## config.mk

```make
export PLATFORM = sky130hd
export DESIGN_NAME = hazard_unit
export DESIGN_NICKNAME = d
export VERILOG_FILES = /design/src/rtl/riscv_pkg.sv /design/src/rtl/hazard_unit_fwd_select.sv /design/src/rtl/hazard_unit.sv
export SDC_FILE = /design/constraint.sdc
export NUM_CORES = 1
export LEC_CHECK = 0
export ABC_AREA = 1
export CAP_MARGIN = 20
export CORE_MARGIN = 2
export CORE_UTILIZATION = 35
export DETAILED_ROUTE_END_ITERATION = 8
export GPL_TIMING_DRIVEN = 0
export PLACE_DENSITY = 0.82
export SLEW_MARGIN = 25
export SYNTH_ARGS = -nofsm -noshare
export SYNTH_HDL_FRONTEND = slang
export SYNTH_SLANG_ARGS = --single-unit
```

## constraint.sdc

```tcl
create_clock -name clk -period 3.4 [get_ports clk]
set_clock_uncertainty 0.05 [all_clocks]
set_input_delay 0.68 -clock clk [delete_from_list [all_inputs] [get_ports clk]]
set_output_delay 0.68 -clock clk [all_outputs]
set_load 0.03 [all_outputs]
```

## src/rtl/riscv_pkg.sv

```systemverilog
//==============================================================================
// Module      : riscv_pkg
// Description : Shared types and constants for the 5-stage RISC-V pipeline
//               hazard control: forwarding select encoding, hazard FSM states
//               and the register index width.
// Revision    : 1.0 - initial release
//==============================================================================
`default_nettype none

package riscv_pkg;

  localparam int REG_ADDR_W = 5;

  // Execute-stage operand mux select. The value 2'b11 is never generated.
  typedef enum logic [1:0] {
    FWD_RF  = 2'b00,   // register file value
    FWD_WB  = 2'b01,   // result_w from writeback
    FWD_MEM = 2'b10    // alu_result_m from memory stage
  } fwd_sel_t;

  typedef enum logic [1:0] {
    RUN      = 2'b00,
    MEM_WAIT = 2'b01,
    ABORT    = 2'b10
  } haz_state_t;

endpackage

`default_nettype wire

```

## src/rtl/hazard_unit_fwd_select.sv

```systemverilog
//==============================================================================
// Module      : fwd_select
// Description : Forwarding select for one execute-stage operand. The memory
//               stage producer wins over the writeback stage producer; x0 is
//               never forwarded.
// Ports       : rs_e_i        - source register of the operand in E
//               rd_m_i/rd_w_i - destination registers in M and W
//               reg_write_m_i/reg_write_w_i - write enables in M and W
//               sel_o         - operand mux select
// Revision    : 1.0 - initial release
//==============================================================================
`default_nettype none

module fwd_select #(
  parameter int REG_ADDR_W = riscv_pkg::REG_ADDR_W
) (
  input  logic [REG_ADDR_W-1:0] rs_e_i,
  input  logic [REG_ADDR_W-1:0] rd_m_i,
  input  logic [REG_ADDR_W-1:0] rd_w_i,
  input  logic                  reg_write_m_i,
  input  logic                  reg_write_w_i,
  output riscv_pkg::fwd_sel_t   sel_o
);

  import riscv_pkg::*;

  always_comb begin
    sel_o = FWD_RF;
    if (reg_write_m_i && (rd_m_i != '0) && (rd_m_i == rs_e_i)) begin
      sel_o = FWD_MEM;
    end else if (reg_write_w_i && (rd_w_i != '0) && (rd_w_i == rs_e_i)) begin
      sel_o = FWD_WB;
    end
  end

endmodule

`default_nettype wire

```

## src/rtl/hazard_unit.sv

```systemverilog
//==============================================================================
// Module      : hazard_unit
// Description : Hazard control for the 5-stage RISC-V pipeline. Produces the
//               execute-stage forwarding selects, load-use and branch
//               stall/flush controls, and holds the pipeline through
//               multi-cycle data-memory accesses with a timeout abort.
// Ports       : clk, rst (async, active-high)
//               rs1_d/rs2_d, rs1_e/rs2_e, rd_e, rd_m, rd_w - register indices
//               reg_write_m/w, result_src_e0, pc_src_e, dmem_req_m, dmem_ready
//               forward_a_e/forward_b_e - operand selects
//               stall_f/d/e/m, flush_d/e/w - stage register controls
//               mem_err - one-cycle pulse on memory timeout
//               stall_cycles/flush_cycles - only with HAZARD_PERF_CNT_EN
// Options     : define HAZARD_PERF_CNT_EN to add saturating stall/flush
//               cycle counters.
// Revision    : 1.0 - initial release
//==============================================================================
`default_nettype none

module hazard_unit #(
  parameter int REG_ADDR_W  = riscv_pkg::REG_ADDR_W,
  parameter int MEM_TIMEOUT = 64
`ifdef HAZARD_PERF_CNT_EN
  ,
  parameter int CNT_W       = 32
`endif
) (
  input  logic                  clk,
  input  logic                  rst,
  input  logic [REG_ADDR_W-1:0] rs1_d,
  input  logic [REG_ADDR_W-1:0] rs2_d,
  input  logic [REG_ADDR_W-1:0] rs1_e,
  input  logic [REG_ADDR_W-1:0] rs2_e,
  input  logic [REG_ADDR_W-1:0] rd_e,
  input  logic [REG_ADDR_W-1:0] rd_m,
  input  logic [REG_ADDR_W-1:0] rd_w,
  input  logic                  reg_write_m,
  input  logic                  reg_write_w,
  input  logic                  result_src_e0,
  input  logic                  pc_src_e,
  input  logic                  dmem_req_m,
  input  logic                  dmem_ready,
  output logic [1:0]            forward_a_e,
  output logic [1:0]            forward_b_e,
  output logic                  stall_f,
  output logic                  stall_d,
  output logic                  stall_e,
  output logic                  stall_m,
  output logic                  flush_d,
  output logic                  flush_e,
  output logic                  flush_w,
  output logic                  mem_err
`ifdef HAZARD_PERF_CNT_EN
  ,
  output logic [CNT_W-1:0]      stall_cycles,
  output logic [CNT_W-1:0]      flush_cycles
`endif
);

  import riscv_pkg::*;

  localparam int WCNT_W = $clog2(MEM_TIMEOUT);
  localparam logic [WCNT_W-1:0] WCNT_LAST = WCNT_W'(MEM_TIMEOUT - 1);

  fwd_sel_t          fwd_a;
  fwd_sel_t          fwd_b;
  haz_state_t        state_q;
  logic [WCNT_W-1:0] wait_cnt_q;
  logic              mem_err_q;
  logic              lw_stall;
  logic              mem_stall;

  fwd_select #(.REG_ADDR_W(REG_ADDR_W)) u_fwd_a (
    .rs_e_i        (rs1_e),
    .rd_m_i        (rd_m),
    .rd_w_i        (rd_w),
    .reg_write_m_i (reg_write_m),
    .reg_write_w_i (reg_write_w),
    .sel_o         (fwd_a)
  );

  fwd_select #(.REG_ADDR_W(REG_ADDR_W)) u_fwd_b (
    .rs_e_i        (rs2_e),
    .rd_m_i        (rd_m),
    .rd_w_i        (rd_w),
    .reg_write_m_i (reg_write_m),
    .reg_write_w_i (reg_write_w),
    .sel_o         (fwd_b)
  );

  assign lw_stall = result_src_e0 && (rd_e != '0) &&
                    ((rd_e == rs1_d) || (rd_e == rs2_d));

  // The first wait cycle is taken combinationally from RUN so the pipeline
  // freezes with no added latency. A MEM_WAIT cycle with dmem_ready high is
  // the release cycle and behaves like RUN.
  assign mem_stall = ((state_q == RUN) && dmem_req_m && !dmem_ready) ||
                     ((state_q == MEM_WAIT) && !dmem_ready);

  // wait_cnt counts stalled cycles of the current access; reaching
  // MEM_TIMEOUT-1 while still not ready means MEM_TIMEOUT cycles have stalled.
  always_ff @(posedge clk or posedge rst) begin
    if (rst) begin
      state_q    <= RUN;
      wait_cnt_q <= '0;
      mem_err_q  <= 1'b0;
    end else begin
      mem_err_q <= 1'b0;
      case (state_q)
        RUN: begin
          if (dmem_req_m && !dmem_ready) begin
            state_q    <= MEM_WAIT;
            wait_cnt_q <= WCNT_W'(1);
          end
        end
        MEM_WAIT: begin
          if (dmem_ready) begin
            state_q    <= RUN;
            wait_cnt_q <= '0;
          end else if (wait_cnt_q == WCNT_LAST) begin
            state_q    <= ABORT;
            wait_cnt_q <= '0;
            mem_err_q  <= 1'b1;
          end else begin
            wait_cnt_q <= wait_cnt_q + WCNT_W'(1);
          end
        end
        default: begin
          state_q    <= RUN;
          wait_cnt_q <= '0;
        end
      endcase
    end
  end

  // Every output is forced low while rst is high, independent of the clock.
  always_comb begin
    forward_a_e = 2'b00;
    forward_b_e = 2'b00;
    stall_f     = 1'b0;
    stall_d     = 1'b0;
    stall_e     = 1'b0;
    stall_m     = 1'b0;
    flush_d     = 1'b0;
    flush_e     = 1'b0;
    flush_w     = 1'b0;
    mem_err     = 1'b0;
    if (!rst) begin
      forward_a_e = fwd_a;
      forward_b_e = fwd_b;
      if (state_q == ABORT) begin
        flush_d = 1'b1;
        flush_e = 1'b1;
        flush_w = 1'b1;
        mem_err = mem_err_q;
      end else if (mem_stall) begin
        // Branch and load-use flushes are withheld so they are re-evaluated
        // once memory releases the pipeline.
        stall_f = 1'b1;
        stall_d = 1'b1;
        stall_e = 1'b1;
        stall_m = 1'b1;
        flush_w = 1'b1;
      end else begin
        stall_f = lw_stall && !pc_src_e;
        stall_d = lw_stall && !pc_src_e;
        flush_e = lw_stall || pc_src_e;
        flush_d = pc_src_e;
      end
    end
  end

`ifdef HAZARD_PERF_CNT_EN
  logic [CNT_W-1:0] stall_cnt_q;
  logic [CNT_W-1:0] flush_cnt_q;

  always_ff @(posedge clk or posedge rst) begin
    if (rst) begin
      stall_cnt_q <= '0;
      flush_cnt_q <= '0;
    end else begin
      if (stall_f && (stall_cnt_q != '1)) begin
        stall_cnt_q <= stall_cnt_q + CNT_W'(1);
      end
      if (flush_e && (flush_cnt_q != '1)) begin
        flush_cnt_q <= flush_cnt_q + CNT_W'(1);
      end
    end
  end

  assign stall_cycles = stall_cnt_q;
  assign flush_cycles = flush_cnt_q;
`endif

endmodule

`default_nettype wire

```

# After elaboration in Yosys (flattened, before gate mapping)
# Cells that the tools add are included.
[word_totals] out_inout_bits=12 register_bits=9
[op_classes] addsub=1 eq_ne=11 reduce_logical=23 muxes=33
[ops] cell="equality test 5 bit" count=6
[ops] cell="2-to-1 mux 1 bit" count=21
[ops] cell="2-to-1 mux 6 bit" count=3
[ops] cell="nonzero test 5 bit" count=3
[ops] cell="2-to-1 mux 2 bit" count=7
[ops] cell="logical AND 1 bit" count=13
[ops] cell="one-hot mux 6 bit (2 select lines)" count=1
[ops] cell="adder 6 x 1 -> 6 bit (second input constant)" count=1
[ops] cell="equality test 6 bit (second input constant)" count=1
[ops] cell="one-hot mux 2 bit (2 select lines)" count=1
[ops] cell="logical OR 1 bit" count=3
[ops] cell="!= test 3 x 2 -> 1 bit (second input constant)" count=1
[ops] cell="equality test 2 x 1 -> 1 bit (second input constant)" count=1
[ops] cell="equality test 2 bit (second input constant)" count=1
[ops] cell="zero test 1 bit" count=2
[ops] cell="zero test 2 bit" count=1
[ops] cell="!= test 2 x 1 -> 1 bit (second input constant)" count=1
[ops] cell="AND reduction 2 bit" count=1

# Longest topological paths before layout
# Gate-level depths: netlist of run 1.
[logic_depth] word_depth=7 ltp_mapped=9 mapped_depth_nobuf=8

# Modules after synthesis
# Synthesis of run 1 repeated with hierarchy kept, for this count alone.
[unflattened] hier_cells=226 hier_area_um2=1209.9
[modules_own_cells] mod="hazard_unit" seq_area_each_um2=225.2 area_per_inst_um2=782.0 n_inst=1 cells_each=126
[modules_own_cells] mod="fwd_select" seq_area_each_um2=0.0 area_per_inst_um2=214.0 n_inst=2 cells_each=50

# Worst setup path before layout of run 1
# Ideal clock, no wire load.
[synth_timing] path_kind="in2out" startpoint="in rst" endpoint="out stall_f" path_buffers=2 cell_stages=5 t_required_ns=2.670 slack_ns=0.622 arrival_time_ns=2.048 cell_sequence="clkbuf_2 inv_1 o21ai_0 a21oi_1 buf_4"
[synth_via] elab_chain_len=1
[synth_lines] element="start, declared" line="hazard_unit.sv:29" text="input logic rst,"
[synth_lines] element="2-to-1 mux 1 bit"
[synth_lines] element="end, declared" line="hazard_unit.sv:45" text="output logic stall_f,"
# No other way between the ends.

# Final worst setup path of run 1
[layout_timing] startpoint="in rd_w[2]" endpoint="out forward_a_e[0]"
[layout_via] elab_chain_len=6 elab_cells_between_ends=7
[layout_lines] element="start, declared" line="hazard_unit.sv:36" text="input logic [REG_ADDR_W-1:0] rd_w,"
[layout_lines] element="nonzero test 5 bit" line="hazard_unit_fwd_select.sv:31" text="end else if (reg_write_w_i && (rd_w_i != '0) && (rd_w_i == rs_e_i)) begin"
[layout_lines] element="logical AND 1 bit" line="hazard_unit_fwd_select.sv:31"
[layout_lines] element="logical AND 1 bit (*)" line="hazard_unit_fwd_select.sv:31"
[layout_lines] element="2-to-1 mux 1 bit (*)" line="hazard_unit_fwd_select.sv:31"
[layout_lines] element="2-to-1 mux 2 bit (*)" line="hazard_unit_fwd_select.sv:29" text="if (reg_write_m_i && (rd_m_i != '0) && (rd_m_i == rs_e_i)) begin"
[layout_lines] element="2-to-1 mux 2 bit (*)" line="hazard_unit.sv:148" text="if (!rst) begin"
[layout_lines] element="end, declared" line="hazard_unit.sv:43" text="output logic [1:0] forward_a_e,"
# Mark *: on every way between the ends. The rest lies on a longest branch, timed or not.

==> summary.md, run 1 <==
| Metric | Value |
|---|---|
| Status | `finished, final reports clean` |
| Synth Instances | `171` |
| Final Power | `0.541 mW` |
| Fin crit share | `96.7%` |
| Cell Area, Synth | `1080 µm²` |
| Vias | `1,226` |
| Area Overhead vs Synth | `55.5%` |
| Wire per inst | `11.3 µm` |
| Clock-pin slew on the worst setup and hold paths | `0.06 ns` |
| Post-route cell area | `1690 µm²` |
| Chip Width | `59.7 µm` |
| Worst vdd ir | `266 µV` |
| Htree depth | `1` |
| M3 GR Usage | `1.73%` |
| Top cells by area, synth | `dfrtp_1 21%, nand2_1 12%, xnor2_1 10%` |
| R2R depth | `6` |
| Setup TNS Final | `0 ns` |
| Root buf cell | `clkbuf_4` |
| Slew HR | `70.4%` |
| Via density | `4.70` |
| Clock Tree Buf Depth | `2` |
| Final setup violation count | `0` |
| Final Hold Viols | `0` |
| Pleak | `0.846 nW` |
| Startpoint class of the critical path | `input port` |
| GR Util met1 | `19.6%` |
| Max Slew Vio Count | `0` |
| Pwr dens | `321 nW/µm²` |
| Share of flip-flops with an asynchronous set or reset | `100%` |
| Tot GR Track Use | `17.5%` |
| Worst Setup SP | `rd_w[2]` |
| Global-route wire length before repair | `4.77 mm` |
| Drt pass-1 iters | `5` |
| CTS Sinks | `9` |
| Vias in the first global route | `1,191` |
| Synthesized area per cell | `6.34 µm²` |
| # port buffers | `53` |
| Most common cell after layout, fill and taps aside | `clkdlybuf4s50_1` |
| Share of the synthesized area in the top cell type | `20.8%` |
| Syn nets | `215` |
| Synth Flop Type | `dfrtp_1` |
| Critical Path AT | `2.56 ns` |
| Initial antenna violation count | `0` |
| Core area | `3000 µm²` |
| Commonest cells after routing, fill and taps aside | `50 x clkdlybuf4s50_1, 35 x nand2_1, 28 x inv_1` |
| Register bit count reported by yosys | `9` |
| Largest net degree at the start of global routing | `13` |
| Fill count | `289` |
| Hold slack | `0.451 ns` |
| DR iter-0 viols | `65` |
| Area leader, netlist | `dfrtp_1` |
| Post-Place Cells | `257` |
| Unique masters post-synth | `28` |
| Max Freq | `0.304 GHz` |
| CP endpoint kind | `output port` |
| Pre-CTS setup slack | `-0.0483 ns` |
| Post-synthesis sequential area ratio | `20.8%` |
| Flop2flop setup slack | `2.00 ns` |
| Reg-to-Reg End | `wait_cnt_q[3]` |
| Post-DRT Antenna Nets | `0` |
| Die ar. | `3560 µm²` |
| Least-Margin Pin Slew | `0.443 ns` |
| Hold Crit Class | `input port to asynchronous set/reset pin` |
| Starting Density | `36.1%` |
| Placed wire-length estimate | `2.49 mm` |
| # diodes | `0` |
| I/O Pins | `55` |
| Nets | `273` |
| Routed wire length | `2.95 mm` |
| Post-synth EDFFs | `0` |
| Crit path max fanout | `3` |
| Final cell count without fillers | `261` |
| Gr busiest metal | `met2` |
| RSZ-0062 raised after global routing | `false` |
| Required @ worst endpoint | `2.67 ns` |
| CTS tree | `yes` |
| Min Tclk post-route | `3.29 ns` |
| TritonCTS Buffers | `3` |
| Setup bufs post-CTS | `0` |
| FP Rows | `20` |
| Worst setup margin | `0.111 ns` |
| DIE HEIGHT | `59.7 µm` |
| Yosys warning total | `0` |
| Crit Path Class | `input port to output port` |
| GR Util met2 | `32.3%` |
| Placed Area | `1660 µm²` |
| Residual DRC | `0` |
| Launch point of the worst reg-to-reg path | `wait_cnt_q[0]` |
| GRT overflow | `0` |
| End-of-flow core utilization | `56.2%` |
| Placer Congestion | `0.823` |
| Later-pin clock latency in the skew report | `0.26 ns` |
| Maxcap violations | `0` |
| Proportion of layout cells with a drive suffix above 1 | `10.5%` |
-- registers in the layout (all words and copies together), names as in the netlist --
signal and cells:
state_q 2, mem_err_q 1, wait_cnt_q 6
-- final cells by class --
type | instances | area [µm²] | share of cell area [%]
Buffer | 3 | 20.0 | 1.19
Tap cell | 33 | 41.3 | 2.45
Clock buffer | 4 | 26.3 | 1.56
Sequential cell | 9 | 225 | 13.4
Timing Repair Buffer | 53 | 534 | 31.7
Inverter | 32 | 120 | 7.12
Multi-Input combinational cell | 127 | 719 | 42.7
-- cells by family after synthesis --
logic type	synth area share, %
and+or+nand+nor	40.1
buffers and inverters	12.9
DFF	20.8
AOI/OAI and AO/OA	9.69
xor gates and xnor gates	15.3
adders and majority gates	1.15
-- power breakdown --
group	total [mW]	switching, mW	internal, mW
clock network	0.0828	0.0376	0.0452
logic	0.311	0.170	0.142
registers	0.147	0.0195	0.127
total	0.541	0.227	0.314
-- synthesized netlist by cell type (2+ instances only) --
library cell	count
nand4_1	2
o21ai_0	6
nand2_2	2
nor2_1	18
or2_2	2
xor2_1	6
nor3_1	6
nand3_1	12
nand2_1	35
dfrtp_1	9
inv_1	28
buf_4	2
xnor2_1	13
a21oi_1	8
inv_2	4
nor2_2	2
nor2_4	4
nand4_2	2
-- critical path, stage by stage --
cell             delay [ns]
clkdlybuf4s50_1        0.54
xnor2_1                0.14
nand3_1                0.08
nor3_1                 0.19
nand3_1                0.13
nor2_1                 0.12
clkdlybuf4s50_1        0.68
-- per-layer routing --
metal,wire length (µm),vias up
li1,-,650
met3,240,8
met5,0,-
met1,1220,524
met4,80,0
met2,1410,44
-- how the worst max path moves through the flow --
stage	to
floorplan	stall_f
detailed placement	stall_f
finish	forward_a_e[0]
CTS	stall_d
global route	forward_b_e[0]
global placement	stall_f
-- repair_timing --
item,4_1_cts,5_1_grt
endpoints found under the hold margin,0,0
endpoints found under the setup margin,1,2
resized for setup,1,2
hold buffers,0,0
Power figures use the tool's default switching activity.
==> run 2: changes to the inputs <==
PLACE_DENSITY = 0.79   (was 0.82)
SYNTH_HIERARCHICAL = 1   (was not set)
==> run 2 against run 1 <==
Sequential cell count unchanged. Combinational power decreased by 39%. Clock-buffer cell count unchanged. Wire length increased by 8.8%. Total power decreased by 27%. Clock power decreased by 1%. Sequential share of layout area decreased by 1.3 points. First-iteration DRC count decreased by 12%. Non-clock buffer count increased by 2. Die area increased by 11%. Largest cell class unchanged. Largest power group unchanged.
==> summary.md, run 2 <==
| Metric | Value |
|---|---|
| Share of the synthesized area in the top cell type | `21.1% (+0.33 points)` |
| Wire per inst | `9.67 µm (-14%)` |
| Placed Area | `1810 µm² (+9.1%)` |
| Tot GR Track Use | `16.8% (-0.63 points)` |
| Post-DRT Antenna Nets | `0 (unchanged)` |
| Final Power | `0.394 mW (-27%)` |
| Reg-to-Reg End | `wait_cnt_q[5]` |
| Largest regs | `wait_cnt_q: 6 flops, state_q: 2 flops, mem_err_q: 1 flops` |
| DR WL met2 | `1.49 mm (+6.0%)` |
| Clock-pin slew on the worst setup and hold paths | `0.06 ns (about the same)` |
| Hold slack | `0.464 ns (+0.0134 ns)` |
| GRT overflow | `0 (unchanged)` |
| Setup TNS Final | `0 ns (unchanged)` |
| Area Overhead vs Synth | `54.2%` |
| CTS tree | `yes` |
| Synth top cells by count | `68 x nand2_1, 48 x inv_1, 29 x nor2_1` |
| Register bit count reported by yosys | `9 (unchanged)` |
| Maxcap violations | `0 (unchanged)` |
| Post-synth EDFFs | `0 (unchanged)` |
| Most frequent cell after synthesis | `nand2_1` |
| Most flops, register | `wait_cnt_q` |
| Required @ worst endpoint | `2.67 ns (about the same)` |
| Residual DRC | `0 (unchanged)` |
| Fill count | `347 (+20%)` |
| Final Hold Viols | `0 (unchanged)` |
| Post-route cell area | `1870 µm² (+11%)` |
| TritonCTS Buffers | `3 (unchanged)` |
| Area leader, netlist | `nand2_1` |
| Htree depth | `1 (unchanged)` |
| Status | `finished, final reports clean` |
| Proportion of layout cells with a drive suffix above 1 | `11.2% (+0.66 points)` |
| Max Freq | `0.317 GHz (+4.3%)` |
| Placed wire-length estimate | `2.73 mm (+9.4%)` |
| Clock Tree Buf Depth | `2 (unchanged)` |
| Post-Place Cells | `326 (+27%)` |
| Commonest cells after routing, fill and taps aside | `68 x nand2_1, 47 x inv_1, 47 x clkdlybuf4s50_1` |
| Cell Area, Synth | `1210 µm² (+12%)` |
| Final setup violation count | `0 (unchanged)` |
| Min Tclk post-route | `3.15 ns (-0.134 ns)` |
| Startpoint class of the critical path | `input port` |
| RSZ-0062 raised after global routing | `false` |
| Hold Crit Class | `flip-flop to flip-flop` |
| Placer Congestion | `0.821 (-0.27%)` |
| Global-route wire length before repair | `5.49 mm (+15%)` |
| Largest net degree at the start of global routing | `8 (-5)` |
| Top cells by area, synth | `nand2_1 21%, dfrtp_1 19%, inv_1 15%` |
| Synthesized area per cell | `5.35 µm² (-16%)` |
| Hold Path End | `wait_cnt_q[0]` |
| Critical Path AT | `2.42 ns (-0.14 ns)` |
| DIE HEIGHT | `62.8 µm (+5.2%)` |
| Flop2flop setup slack | `1.94 ns (-0.06 ns)` |
| Fin crit share | `92.8% (-4.0 points)` |
| Vias in the first global route | `1,319 (+11%)` |
| Starting Density | `36.3% (+0.13 points)` |
| Worst vdd ir | `148 µV (-44%)` |
| I/O Pins | `55 (unchanged)` |
| Vias | `1,474 (+20%)` |
| Post-synthesis sequential area ratio | `18.6% (-2.1 points)` |
| Drt pass-1 iters | `4 (-1)` |
| Max reg flops | `6 (unchanged)` |
| Initial antenna violation count | `0 (unchanged)` |
| Core area | `3340 µm² (+11%)` |
| # diodes | `0 (unchanged)` |
| DR iter-0 viols | `57 (-12%)` |
| Most common cell after layout, fill and taps aside | `nand2_1` |
| Hold Startpoint | `wait_cnt_q[0]` |
| Later-pin clock latency in the skew report | `0.27 ns (about the same)` |
| Synth Instances | `226 (+32%)` |
| Die ar. | `3940 µm² (+11%)` |
| Met3 WL | `197 µm (-18%)` |
| CP endpoint kind | `output port` |
| Hold-critical path depth | `1` |
| R2R depth | `8 (+2)` |
| Hold_buf cts | `0 (unchanged)` |
| Routed wire length | `3.21 mm (+8.8%)` |
| Metal1 wirelength | `1.48 mm (+21%)` |
| Syn nets | `270 (+26%)` |
| Crit path max fanout | `7 (+4)` |
| Unique masters post-synth | `24 (-14%)` |
| Max Slew Vio Count | `0 (unchanged)` |
| # port buffers | `54 (+1.9%)` |
| Crit Path Class | `input port to output port` |
| Launch point of the worst reg-to-reg path | `wait_cnt_q[0]` |
| Root buf cell | `clkbuf_4` |
| Share of flip-flops with an asynchronous set or reset | `100% (unchanged)` |
| FP Rows | `21 (+5.0%)` |
| Max layer used | `met4` |
| Pwr dens | `211 nW/µm² (-34%)` |
| Chip Width | `62.8 µm (+5.2%)` |
| Synth Flop Type | `dfrtp_1` |
| Nets | `331 (+21%)` |
| CTS Sinks | `9 (unchanged)` |
| Least-Margin Pin Slew | `0.338 ns (-0.105 ns)` |
| Via density | `4.44 (-5.5%)` |
| Slew HR | `77.4% (+7.0 points)` |
| Yosys warning total | `6 (+6)` |
| Pleak | `1.05 nW (+24%)` |
| Final cell count without fillers | `332 (+27%)` |
==> run 2: cells by family (layout without fill, tap and decap cells) <==
logic type      count (synthesis)  in the layout  synth area share (%)
compound gates                 28             28                  13.2
xor+xnor                        5              5                  3.62
fa+ha+maj                       1              1                  1.03
buf+inv                        56            116                  18.0
flops                           9              9                  18.6
simple gates                  127            127                  45.5
==> run 2: layout make-up <==
type | count | area, µm² | area share [%]
clock buffers | 4 | 26.3 | 1.41
well taps | 46 | 57.6 | 3.09
flip-flops and latches | 9 | 225 | 12.1
repair buffers | 56 | 568 | 30.4
multi-input cells | 161 | 767 | 41.1
plain buffers | 2 | 15.0 | 0.805
inverters | 54 | 206 | 11.1
==> run 2: per-layer routing <==
metal,global-route usage [%],up-vias
met1,21.4,633
met2,28.9,43
met4,4.17,0
li1,-,794
met3,3.60,4
met5,0,-
==> run 2: worst max path at each step <==
stage,start,endpoint,slack [ns]
global placement,rst,stall_f,-0.09
finish,rst,flush_w,0.25
global route,rst,flush_w,0.12
floorplan,rd_e[2],stall_f,0.77
CTS,rd_e[4],stall_d,0.05
detailed placement,rst,stall_f,-0.09
==> run 2: per-stage QoR <==
stage | setup WS [ns] | utilization, %
2_1_floorplan | 0.769 | -
3_3_place_gp | -0.0870 | 54.2
3_5_place_dp | -0.0862 | 54.2
4_1_cts | 0.0455 | 55.5
5_1_grt | 0.117 | 55.9
6_report | 0.245 | 55.9
==> run 2: timing repair <==
action | CTS | global route
hold endpoints to repair | 0 | 0
resized for setup | 2 | 6
setup endpoints to repair | 3 | 6
setup buffers | 2 | 0
==> run 2: critical path: stages <==
cell and delay, ns:
clkdlybuf4s50_1 0.65, clkinvlp_4 0.21, nand2_1 0.16, o21ai_0 0.11
clkdlybuf4s50_1 0.62
==> run 2: power by group <==
| group | switching, mW | total (mW) | internal (mW) |
|---|---|---|---|
| clock | 0.0368 | 0.0820 | 0.0452 |
| combinational | 0.0973 | 0.190 | 0.0931 |
| sequential | 0.00689 | 0.121 | 0.114 |
==> run 3: changes to the inputs <==
CORE_MARGIN = 1.5   (was 2)
DONT_BUFFER_PORTS = 1   (was not set)
PLACE_DENSITY = 0.59   (was 0.79)
==> run 3 against run 2 <==
Clock-buffer cell count unchanged. Design area decreased by 31%. Global-route usage shrank 2.4 points. Die area is 3.2% lower. Sequential share of layout area grew 5.3 points. Cell count down 17%. Register-to-register slack barely moved. Critical path depth rose by 1. Sequential power is essentially flat. Total power shrank 19%. First-iteration DRC count shrank 42%. Setup slack gained 0.40 ns.
==> summary.md, run 3 (synthesis gave the netlist of run 2 again) <==
| Metric | Value |
|---|---|
| Wire per inst | `9.77 µm (+1.1%)` |
| Maxcap violations | `0 (unchanged)` |
| Hold Crit Class | `input port to asynchronous set/reset pin` |
| Slew HR | `38.0% (-39 points)` |
| Worst vdd ir | `154 µV (+3.8%)` |
| Drt pass-1 iters | `4 (unchanged)` |
| Pwr dens | `248 nW/µm² (+17%)` |
| Final setup violation count | `0 (unchanged)` |
| Core area | `3340 µm² (unchanged)` |
| Final Hold Viols | `0 (unchanged)` |
| Post-DRT Antenna Nets | `0 (unchanged)` |
| Vias in the first global route | `1,076 (-18%)` |
| I/O Pins | `55 (unchanged)` |
| Setup TNS Final | `0 ns (unchanged)` |
| Most flops, register | `wait_cnt_q` |
| CTS Sinks | `9 (unchanged)` |
| Least-Margin Pin Slew | `0.920 ns (+0.582 ns)` |
| Vias | `1,232 (-16%)` |
| Commonest cells after routing, fill and taps aside | `68 x nand2_1, 48 x inv_1, 29 x nor2_1` |
| Crit Path Class | `flip-flop to output port` |
| Status | `finished, final reports clean` |
| # diodes | `0 (unchanged)` |
| DR iter-0 viols | `33 (-42%)` |
| Starting Density | `36.3% (unchanged)` |
| Die ar. | `3820 µm² (-3.2%)` |
| Clock-pin slew on the worst setup and hold paths | `0.06 ns (about the same)` |
| Max reg flops | `6 (unchanged)` |
| Fin crit share | `81.2% (-12 points)` |
| Chip Width | `61.8 µm (-1.6%)` |
| Largest net degree at the start of global routing | `13 (+5)` |
| FP Rows | `21 (unchanged)` |
| Proportion of layout cells with a drive suffix above 1 | `12.2% (+0.99 points)` |
| Hold slack | `0.244 ns (-0.220 ns)` |
| Residual DRC | `0 (unchanged)` |
| Initial antenna violation count | `0 (unchanged)` |
| Largest regs | `wait_cnt_q: 6 flops, state_q: 2 flops, mem_err_q: 1 flops` |
| Pleak | `0.730 nW (-30%)` |
| Startpoint class of the critical path | `flip-flop` |
| Root buf cell | `clkbuf_4` |
| Clock Tree Buf Depth | `2 (unchanged)` |
| Area Overhead vs Synth | `6.93%` |
| TritonCTS Buffers | `3 (unchanged)` |
| Placed wire-length estimate | `2.33 mm (-15%)` |
| GRT overflow | `0 (unchanged)` |
| Worst Setup SP | `state_q[0]` |
| Later-pin clock latency in the skew report | `0.27 ns (about the same)` |
| Placer Congestion | `0.775 (-5.6%)` |
| Crit path max fanout | `4 (-3)` |
| Critical Path AT | `2.03 ns (-0.39 ns)` |
| DIE HEIGHT | `61.8 µm (-1.6%)` |
| Hold_buf cts | `0 (unchanged)` |
| RSZ-0062 raised after global routing | `false` |
| R2R depth | `8 (unchanged)` |
| CP endpoint kind | `output port` |
| Min Tclk post-route | `2.76 ns (-0.395 ns)` |
| Global-route wire length before repair | `4.20 mm (-23%)` |
| Setup bufs post-CTS | `0 (-2)` |
| CTS tree | `yes` |
| Max Freq | `0.362 GHz (+14%)` |
| Post-CTS sizing | `0 (-2)` |
| Tot GR Track Use | `14.4% (-2.4 points)` |
| Htree depth | `1 (unchanged)` |
| Most common cell after layout, fill and taps aside | `nand2_1` |
| Via density | `4.46 (+0.54%)` |
| # port buffers | `0 (-100%)` |
| Nets | `275 (-17%)` |
| Required @ worst endpoint | `2.67 ns (about the same)` |
| Launch point of the worst reg-to-reg path | `wait_cnt_q[0]` |
| Max Slew Vio Count | `0 (unchanged)` |
| Routed wire length | `2.70 mm (-16%)` |
[run 3: cell count changes in the layout (fill, tap and decap cells not counted)]
cell	before	now
inv_1	47	48
clkdlybuf4s50_1	47	0
clkinvlp_4	1	0
buf_4	5	2
dlymetal6s2s_1	6	0
[run 3: per-layer routing]
metal	global-route usage (%)	vias to the layer above	wire, µm
met5	0	-	0
met4	1.82	0	11
met3	6.21	2	291
li1	-	684	-
met1	17.7	511	1250
met2	24.1	35	1150
[run 3: cell type report]
| type | instances | area (µm²) |
|---|---|---|
| buffer | 2 | 15.0 |
| clock buffer | 4 | 26.3 |
| fill | 385 | 2040 |
| inverter | 54 | 203 |
| multi-input combinational | 161 | 767 |
| sequential | 9 | 225 |
| tap | 46 | 57.6 |
[run 3: power by group]
part	total [mW]	internal, mW	switching, mW	leakage, nW
combinational	0.115	0.0413	0.0741	0.594
clock	0.0843	0.0453	0.0390	0.0150
sequential	0.121	0.114	0.00649	0.122
[run 3: final timing paths]
| kind | endpoint | slack, ns |
|---|---|---|
| min reg2reg | wait_cnt_q[0] | 0.48 |
| max reg2reg | state_q[0] | 1.93 |
| max in group asynchronous | wait_cnt_q[4] | 2.74 |
| max | stall_f | 0.64 |
| min | mem_err_q | 0.24 |
| min in group clk | state_q[0] | 0.46 |
[run 3: metrics by stage]
stage,std cells,instance area (µm²),total power [mW],util [%],setup WS (ns)
after CTS,276,1290,0.326,38.8,0.630
after global routing,276,1290,0.351,38.8,0.482
after global placement,272,1270,0.237,38.0,0.626
final,276,1290,0.321,38.8,0.641
after floorplan,226,1210,0.222,-,0.769
after detailed placement,272,1270,0.239,38.0,0.630
[run 3: critical path, cell delays in order, from the launching register on]
cell and delay, ns:
dfrtp_1 0.41, nor2_2 0.18, nand2_2 0.07, nor2_2 0.16, nor2_4 0.06, a21oi_1 0.58
buf_4 0.28
